[config.mk]
export PLATFORM = sky130hd
export DESIGN_NAME = lfsr_word_gen
export DESIGN_NICKNAME = d
export VERILOG_FILES = /design/src/rtl/lfsr_word_gen.sv
export SDC_FILE = /design/constraint.sdc
export NUM_CORES = 1
export LEC_CHECK = 0
export BUFFER_PORTS_ARGS = -buffer_cell sky130_fd_sc_hd__clkbuf_2
export CORE_ASPECT_RATIO = 0.75
export CORE_UTILIZATION = 40
export DETAILED_ROUTE_END_ITERATION = 10
export SYNTH_ARGS = -nofsm -noshare
export SYNTH_HDL_FRONTEND = slang
export SYNTH_SLANG_ARGS = --single-unit
[constraint.sdc]
create_clock -name clock -period 4.65 [get_ports clock]
set_input_delay 0.2325 -clock clock [delete_from_list [all_inputs] [get_ports clock]]
set_output_delay 0.2325 -clock clock [all_outputs]
set_load 0.05 [all_outputs]
[src/rtl/lfsr_word_gen.sv]
// Fibonacci LFSR word generator: mix, collect OUT_W MSBs serially, present; first word 1+MIX_CYCLES+OUT_W edges after enable.
// Backpressure: a presented word and valid_flag hold (LFSR frozen) until out_ready; seed_load discards it.
module lfsr_word_gen #(
    parameter int               WIDTH      = 4,
    parameter logic [WIDTH-1:0] TAPS       = 4'h9,
    parameter logic [WIDTH-1:0] SEED       = 4'hB,
    parameter int               OUT_W      = 4,
    parameter int               MIX_CYCLES = 7
) (
    input  logic             clock,
    input  logic             reset,
    input  logic             enable,
    input  logic             seed_load,
    input  logic [WIDTH-1:0] seed_in,
    input  logic             out_ready,
    output logic [OUT_W-1:0] data_out,
    output logic             valid_flag,
    output logic             lockup_flag
);

    localparam int CNT_MAX    = (MIX_CYCLES > OUT_W) ? MIX_CYCLES : OUT_W;
    localparam int CNT_W      = $clog2(CNT_MAX + 1);
    localparam int MIX_LAST_I = (MIX_CYCLES > 0) ? MIX_CYCLES - 1 : 0;
    localparam logic [CNT_W-1:0] MIX_LAST = CNT_W'(MIX_LAST_I);
    localparam logic [CNT_W-1:0] OUT_LAST = CNT_W'(OUT_W - 1);

    typedef enum logic [1:0] {
        IDLE    = 2'd0,
        MIX     = 2'd1,
        COLLECT = 2'd2,
        PRESENT = 2'd3
    } state_t;

    // Where a new word starts: the mix phase vanishes entirely when MIX_CYCLES is 0.
    localparam state_t RUN_START = (MIX_CYCLES == 0) ? COLLECT : MIX;

    state_t           state_q, state_d;
    logic [WIDTH-1:0] lfsr_q, lfsr_d;
    logic [CNT_W-1:0] cnt_q, cnt_d;
    logic [OUT_W-1:0] shreg_q, shreg_d;
    logic [OUT_W-1:0] data_q, data_d;
    logic             valid_q, valid_d;
    logic             lock_q, lock_d;

    logic             fb;
    logic [WIDTH-1:0] lfsr_adv;
    logic [OUT_W-1:0] shreg_nxt;

    always_comb begin
        fb        = ^(lfsr_q & TAPS);
        lfsr_adv  = {lfsr_q[WIDTH-2:0], fb};
        shreg_nxt = {shreg_q[OUT_W-2:0], lfsr_q[WIDTH-1]};

        state_d = state_q;
        lfsr_d  = lfsr_q;
        cnt_d   = cnt_q;
        shreg_d = shreg_q;
        data_d  = data_q;
        valid_d = valid_q;
        lock_d  = 1'b0;

        if (seed_load) begin
            // An all-zero seed would lock the register up, so fall back to SEED and flag it.
            if (seed_in == '0) begin
                lfsr_d = SEED;
                lock_d = 1'b1;
            end else begin
                lfsr_d = seed_in;
            end
            cnt_d   = '0;
            shreg_d = '0;
            data_d  = '0;
            valid_d = 1'b0;
            state_d = RUN_START;
        end else begin
            case (state_q)
                IDLE: begin
                    if (enable) begin
                        state_d = RUN_START;
                    end
                end
                MIX: begin
                    if (enable) begin
                        lfsr_d = lfsr_adv;
                        if (cnt_q == MIX_LAST) begin
                            cnt_d   = '0;
                            state_d = COLLECT;
                        end else begin
                            cnt_d = cnt_q + CNT_W'(1);
                        end
                    end
                end
                COLLECT: begin
                    if (enable) begin
                        lfsr_d  = lfsr_adv;
                        shreg_d = shreg_nxt;
                        if (cnt_q == OUT_LAST) begin
                            cnt_d   = '0;
                            shreg_d = '0;
                            data_d  = shreg_nxt;
                            valid_d = 1'b1;
                            state_d = PRESENT;
                        end else begin
                            cnt_d = cnt_q + CNT_W'(1);
                        end
                    end
                end
                PRESENT: begin
                    if (out_ready) begin
                        data_d  = '0;
                        valid_d = 1'b0;
                        state_d = RUN_START;
                    end
                end
                default: begin
                    state_d = IDLE;
                end
            endcase
        end
    end

    always_ff @(posedge clock) begin
        if (reset) begin
            state_q <= IDLE;
            lfsr_q  <= SEED;
            cnt_q   <= '0;
            shreg_q <= '0;
            data_q  <= '0;
            valid_q <= 1'b0;
            lock_q  <= 1'b0;
        end else begin
            state_q <= state_d;
            lfsr_q  <= lfsr_d;
            cnt_q   <= cnt_d;
            shreg_q <= shreg_d;
            data_q  <= data_d;
            valid_q <= valid_d;
            lock_q  <= lock_d;
        end
    end

    assign data_out    = data_q;
    assign valid_flag  = valid_q;
    assign lockup_flag = lock_q;

endmodule
# Word-level counts from Yosys, hierarchy flattened
# Cells that the tools add are included.
[word_totals]
in_bits = 9
wordCells = 70
regBits = 18
out_inout_bits = 6
[op_classes]
addsub = 1
bitwise_logic = 1
n_mux = 27
eq_ne = 17
reduce_logical = 16
[ops]
columns = ["operator", "count"]
rows = [
  ["$mux 4", 7],
  ["$ne 3x3->1 const B", 6],
  ["$mux 3", 5],
  ["$mux 2", 6],
  ["$ne 2x2->1 const B", 6],
  ["$reduce_and 6->1", 2],
  ["$pmux 2 s4", 1],
  ["$pmux 4 s2", 1],
  ["$reduce_bool 2->1", 4],
  ["$pmux 3 s2", 1],
  ["$reduce_or 2->1", 3],
  ["$mux 1", 5],
  ["$eq 2x2->1 const B", 2],
  ["$logic_not 4->1", 1],
  ["$reduce_and 2->1", 2],
  ["$reduce_and 4->1", 1],
  ["$reduce_xor 4->1", 1],
  ["$add 3x1->3 const B", 1],
  ["$eq 3x2->1 const B", 1],
  ["$eq 3x3->1 const B", 1],
  ["$reduce_and 3->1", 1],
  ["$eq 2x1->1 const B", 1],
  ["$logic_not 2->1", 1],
  ["$pmux 1 s2", 1],
  ["$not 1->1", 1],
]

# Logic depth before layout (Yosys ltp)
[logic_depth]
ltp_word = 5
ltp_mapped = 6
ltp_nobuf = 5

# Least setup slack after synthesis
# No wires, ideal clock.
[synth_timing]
path_kind = "register to register"
startpoint = "register state_q[0]"
endpoint = "register state_q[0]"
required_ps = 4527
t_arrival_ps = 1772
n_path_buf = 0
stages_incl_launch_ff = 6
synth_period_minus_slack_ps = 1895
setup_time_ps = 123
slack_ps = 2755
cell_sequence = "dfxtp_1 inv_1 ha_1 or3_4 a2111oi_4 mux2_1"
[synth_via]
elab_chain_cells = 3
word_cells_on_any_way = 13
cone_classes = "eq/ne: 9; mux: 2; reduce/logical: 2"
[synth_rtl]
columns = ["element", "line_no", "source"]
rows = [
  ["start, declared", "37", "state_t state_q, state_d;"],
  ["start signal, assigned", "132", "state_q <= state_d;"],
  ["$eq 2x2->1, or another cell as far along", "76", "case (state_q)"],
  ["$ne 3x3->1 (no line) or $pmux 2 s4 (tied branches)", "--", ""],
  ["$reduce_and 6->1 (no line) or $mux 1 (tied branches)", "--", ""],
]
# Several ways; a longest one is shown, not always the timed one.
# A chain may end at the register's enable or synchronous reset.

# Worst setup path after layout
# Same ends and word-level chain as after synthesis.

==> flow_metrics.env <==
export IMPL_commonest_non_fill_non_tap_cells_in_the_layout="dfxtp_1, nand2_1, clkbuf_2"
export IMPL_rr_startpoint="state_q[0]"
export IMPL_worstSetupStartpointType="flop"
export IMPL_timing_hold_worst_start="seed_in[1]"
export IMPL_postPlaceCellArea_um2=1100
export IMPL_time_the_worst_path_needs_with_i_o_delays_and_setup_ns=2.18
export IMPL_met2_wirelength_um=860
export IMPL_floorplan_core_area_um2=2350
export IMPL_grt_start_max_net_pins=15
export IMPL_crit_required_ns=4.85
export IMPL_synth_distinct_cells=31
export IMPL_cts_made_buffers=3
export IMPL_postCtsHoldBufs=0
export IMPL_grt_ovfl_total=0
export IMPL_vdd_drop_max_mv=0.194
export IMPL_total_leakage_power_nw=0.441
export IMPL_setup_tns_final_ns=0
export IMPL_timing_fmax_mhz=459
export IMPL_met3_wirelength_um=50
export IMPL_outcome="complete, no violations"
export IMPL_crit_path_max_incr_delay_ns=0.45
export IMPL_ant_nets=0
export IMPL_endpoint_of_the_worst_hold_path="lfsr_q[1]"
export IMPL_die_area_um2=2720
export IMPL_antenna_diode_count=0
export IMPL_number_of_antenna_violations_at_the_first_check_in_global_routing=0
export IMPL_avgRoutedWirePerCell_um=12.3
export IMPL_synth_nets=132
export IMPL_final_setup_vio_count=0
export IMPL_post_route_cells_drive_above_1_share_pct=17.2
export IMPL_clockBufferDepth=2
export IMPL_globalRouteTotalUtil_pct=17.4
export IMPL_io_buffer_count=14
export IMPL_cts_htree_levels=1
export IMPL_synth_adder_area_share_pct=11.2
export IMPL_start_util_pct=42.9
export IMPL_final_nets=147
export IMPL_layout_cells_most_common="dfxtp_1"
export IMPL_combined_area_of_all_synthesized_cells_um2=1010
export IMPL_synth_xor_area_share_pct=0.870
export IMPL_non_filler_instances=162
export IMPL_drt_pass1_iter_count=4
export IMPL_die_height_um=45.5
export IMPL_fin_skew_ns=0.00538
export IMPL_globalplace_congestion=0.806
export IMPL_wl_um=1990
export IMPL_postLayoutCoreUtil_pct=48.6
export IMPL_area_fraction_in_compound_gates_after_synthesis_pct=16.5
export IMPL_dpl_cell_count=158
export IMPL_area_growth_pct=13.2
export IMPL_cap_viol_max_count=0
export IMPL_critical_path_arrival_ns=2.38
export IMPL_m1WireLength_um=1080
export IMPL_timing_hold_ws_ns=0.218
export IMPL_category_of_the_critical_setup_timing_path="flop to flop"
export IMPL_worst_skew_pair_late_latency_ns=0.30
export IMPL_drt_first_iter_violations=27
export IMPL_postCtsSetupBuffers=0
export IMPL_worst_path_max_delay_cell="or3_4"
export IMPL_tritoncts="built"
export IMPL_synth_warning_count=0
export IMPL_std_cell_rows=15
export IMPL_ys_ff_latch=18
export IMPL_r2r_slack_ns=2.47
export IMPL_timing_critical_path_cells="inv_1, ha_1, or3_4, a2111oi_4, mux2_1"
export IMPL_top_signal_layer_used="met3"
export IMPL_synth_area_mux_share_pct=6.09
export IMPL_timing_worst_slew_pin_value_ns=0.745
export IMPL_io_pin_count=15
export IMPL_synth_simple_area_share_pct=25.3
export IMPL_timing_final_crit_share_pct=46.8
export IMPL_critical_path_reg2reg_endpoint="state_q[0]"
export IMPL_drt_drc_violations_left=0
export IMPL_cp_top_family="simple AND/OR/NAND/NOR gates"
export IMPL_worst_r2r_cell_count=5
export IMPL_detailedPlacementHpwl_um=1540
export IMPL_synth_top_family_by_area="simple AND/OR/NAND/NOR gates"
export IMPL_unrepaired_setup_endpoints_after_global_routing="no"
export IMPL_post_cts_resize_count=0
export IMPL_final_max_slew_viols=0
export IMPL_via_count=833
export IMPL_power_density_nw_per_um2=321
export IMPL_synth_seq_area_share_pct=35.8
export IMPL_min_path_cells=3
export IMPL_postSynthAreaPerCell_um2=8.84
export IMPL_timing_hold_violations_final=0
export IMPL_critical_path_endpoint_type="flop"
export IMPL_grt_pass1_wl_um=3480
export IMPL_cts_clock_pin_slew_for_the_worst_setup_and_hold_paths_ns=0.11
export IMPL_postSynthCellCount=114
export IMPL_via_per_inst=5.14
export IMPL_min_path_type="input port to flop"
export IMPL_cp_max_fo=14
export IMPL_worst_slew_margin_rel_pct=50.2
export IMPL_stdcell_area_um2=1140
export IMPL_cts_sink_count=18
export IMPL_floorplan_die_width_um=59.9
export IMPL_grt_pass1_vias=769
export IMPL_timing_critical_path_buf_inv=1
export IMPL_cts_root_buf="clkbuf_4"
==> worst register-to-register path, stage by stage, from the launching register on <==
cell and delay [ns]:
dfxtp_1 0.41, inv_1 0.10, ha_1 0.36, or3_4 0.45, a2111oi_4 0.41, mux2_1 0.35
==> logic make-up after synthesis <==
family / after synthesis
and+or+nand+nor: 47
AOI/OAI and AO/OA: 22
DFF: 18
buffers and inverters: 11
adders and majority gates: 9
muxes: 6
xor gates and xnor gates: 1
==> worst max path at each step <==
stage	end	cells past startpoint	slack, ns	startpoint
2_1_floorplan	state_q[0]	5	2.75	state_q[0]
3_3_place_gp	state_q[0]	5	2.56	state_q[0]
3_5_place_dp	state_q[0]	5	2.52	state_q[0]
4_1_cts	state_q[0]	5	2.50	state_q[0]
5_1_grt	state_q[0]	5	2.38	state_q[0]
6_report	state_q[0]	5	2.47	state_q[0]
==> layer usage <==
layer / vias up / track usage, %
li1: 435 / -
met1: 386 / 25.1
met2: 12 / 26.2
met3: 0 / 5.11
met4: 0 / 2.79
met5: - / 0
==> registers in the layout, summed over array words and instances (netlist names) <==
name,count
valid_flag,1
shreg_q,3
state_q,2
data_out,4
lfsr_q,4
lockup_flag,1
cnt_q,3
==> Yosys cell counts (all sizes together) <==
master | instances | area [um^2]
dfxtp | 18 | 360
nand2 | 17 | 63.8
ha | 9 | 113
a21oi | 8 | 43.8
inv | 7 | 26.3
a211oi | 5 | 37.5
mux2i | 5 | 50.1
nand3b | 5 | 37.5
nor3 | 5 | 25.0
nand4b | 4 | 35.0
and3 | 3 | 18.8
clkbuf | 3 | 11.3
nand3 | 3 | 15.0
nor2 | 3 | 11.3
nor2b | 2 | 12.5
o21ai | 2 | 10.0
o21bai | 2 | 15.0
or3 | 2 | 17.5
a2111oi | 1 | 27.5
a21boi | 1 | 7.51
a2bb2oi | 1 | 8.76
a311oi | 1 | 8.76
buf | 1 | 5.00
mux2 | 1 | 11.3
nand2b | 1 | 6.26
nand4 | 1 | 6.26
o21a | 1 | 7.51
or2 | 1 | 6.26
xor2 | 1 | 8.76
==> through the flow <==
| stage | setup WS, ns | power (W) |
|---|---|---|
| detailed placement | 2.52 | 0.000268 |
| finish | 2.47 | 0.000366 |
| floorplan | 2.75 | 0.000247 |
| global placement | 2.56 | 0.000265 |
| CTS | 2.50 | 0.000368 |
| global route | 2.38 | 0.000389 |
==> where the power goes <==
| group | switching, W | total (W) | internal [W] |
|---|---|---|---|
| Combinational | 0.0000506 | 0.0000929 | 0.0000422 |
| Sequential | 0.00000890 | 0.000173 | 0.000164 |
| Clock | 0.0000528 | 0.000101 | 0.0000477 |
==> area by class of cell <==
type	instances	area, um^2
clock buffers	4	36.3
fillers	228	1210
inverters	7	26.3
multi-input cells	85	604
flip-flops and latches	18	360
well taps	34	42.5
repair buffers	14	70.1
Power figures use the tool's default switching activity.
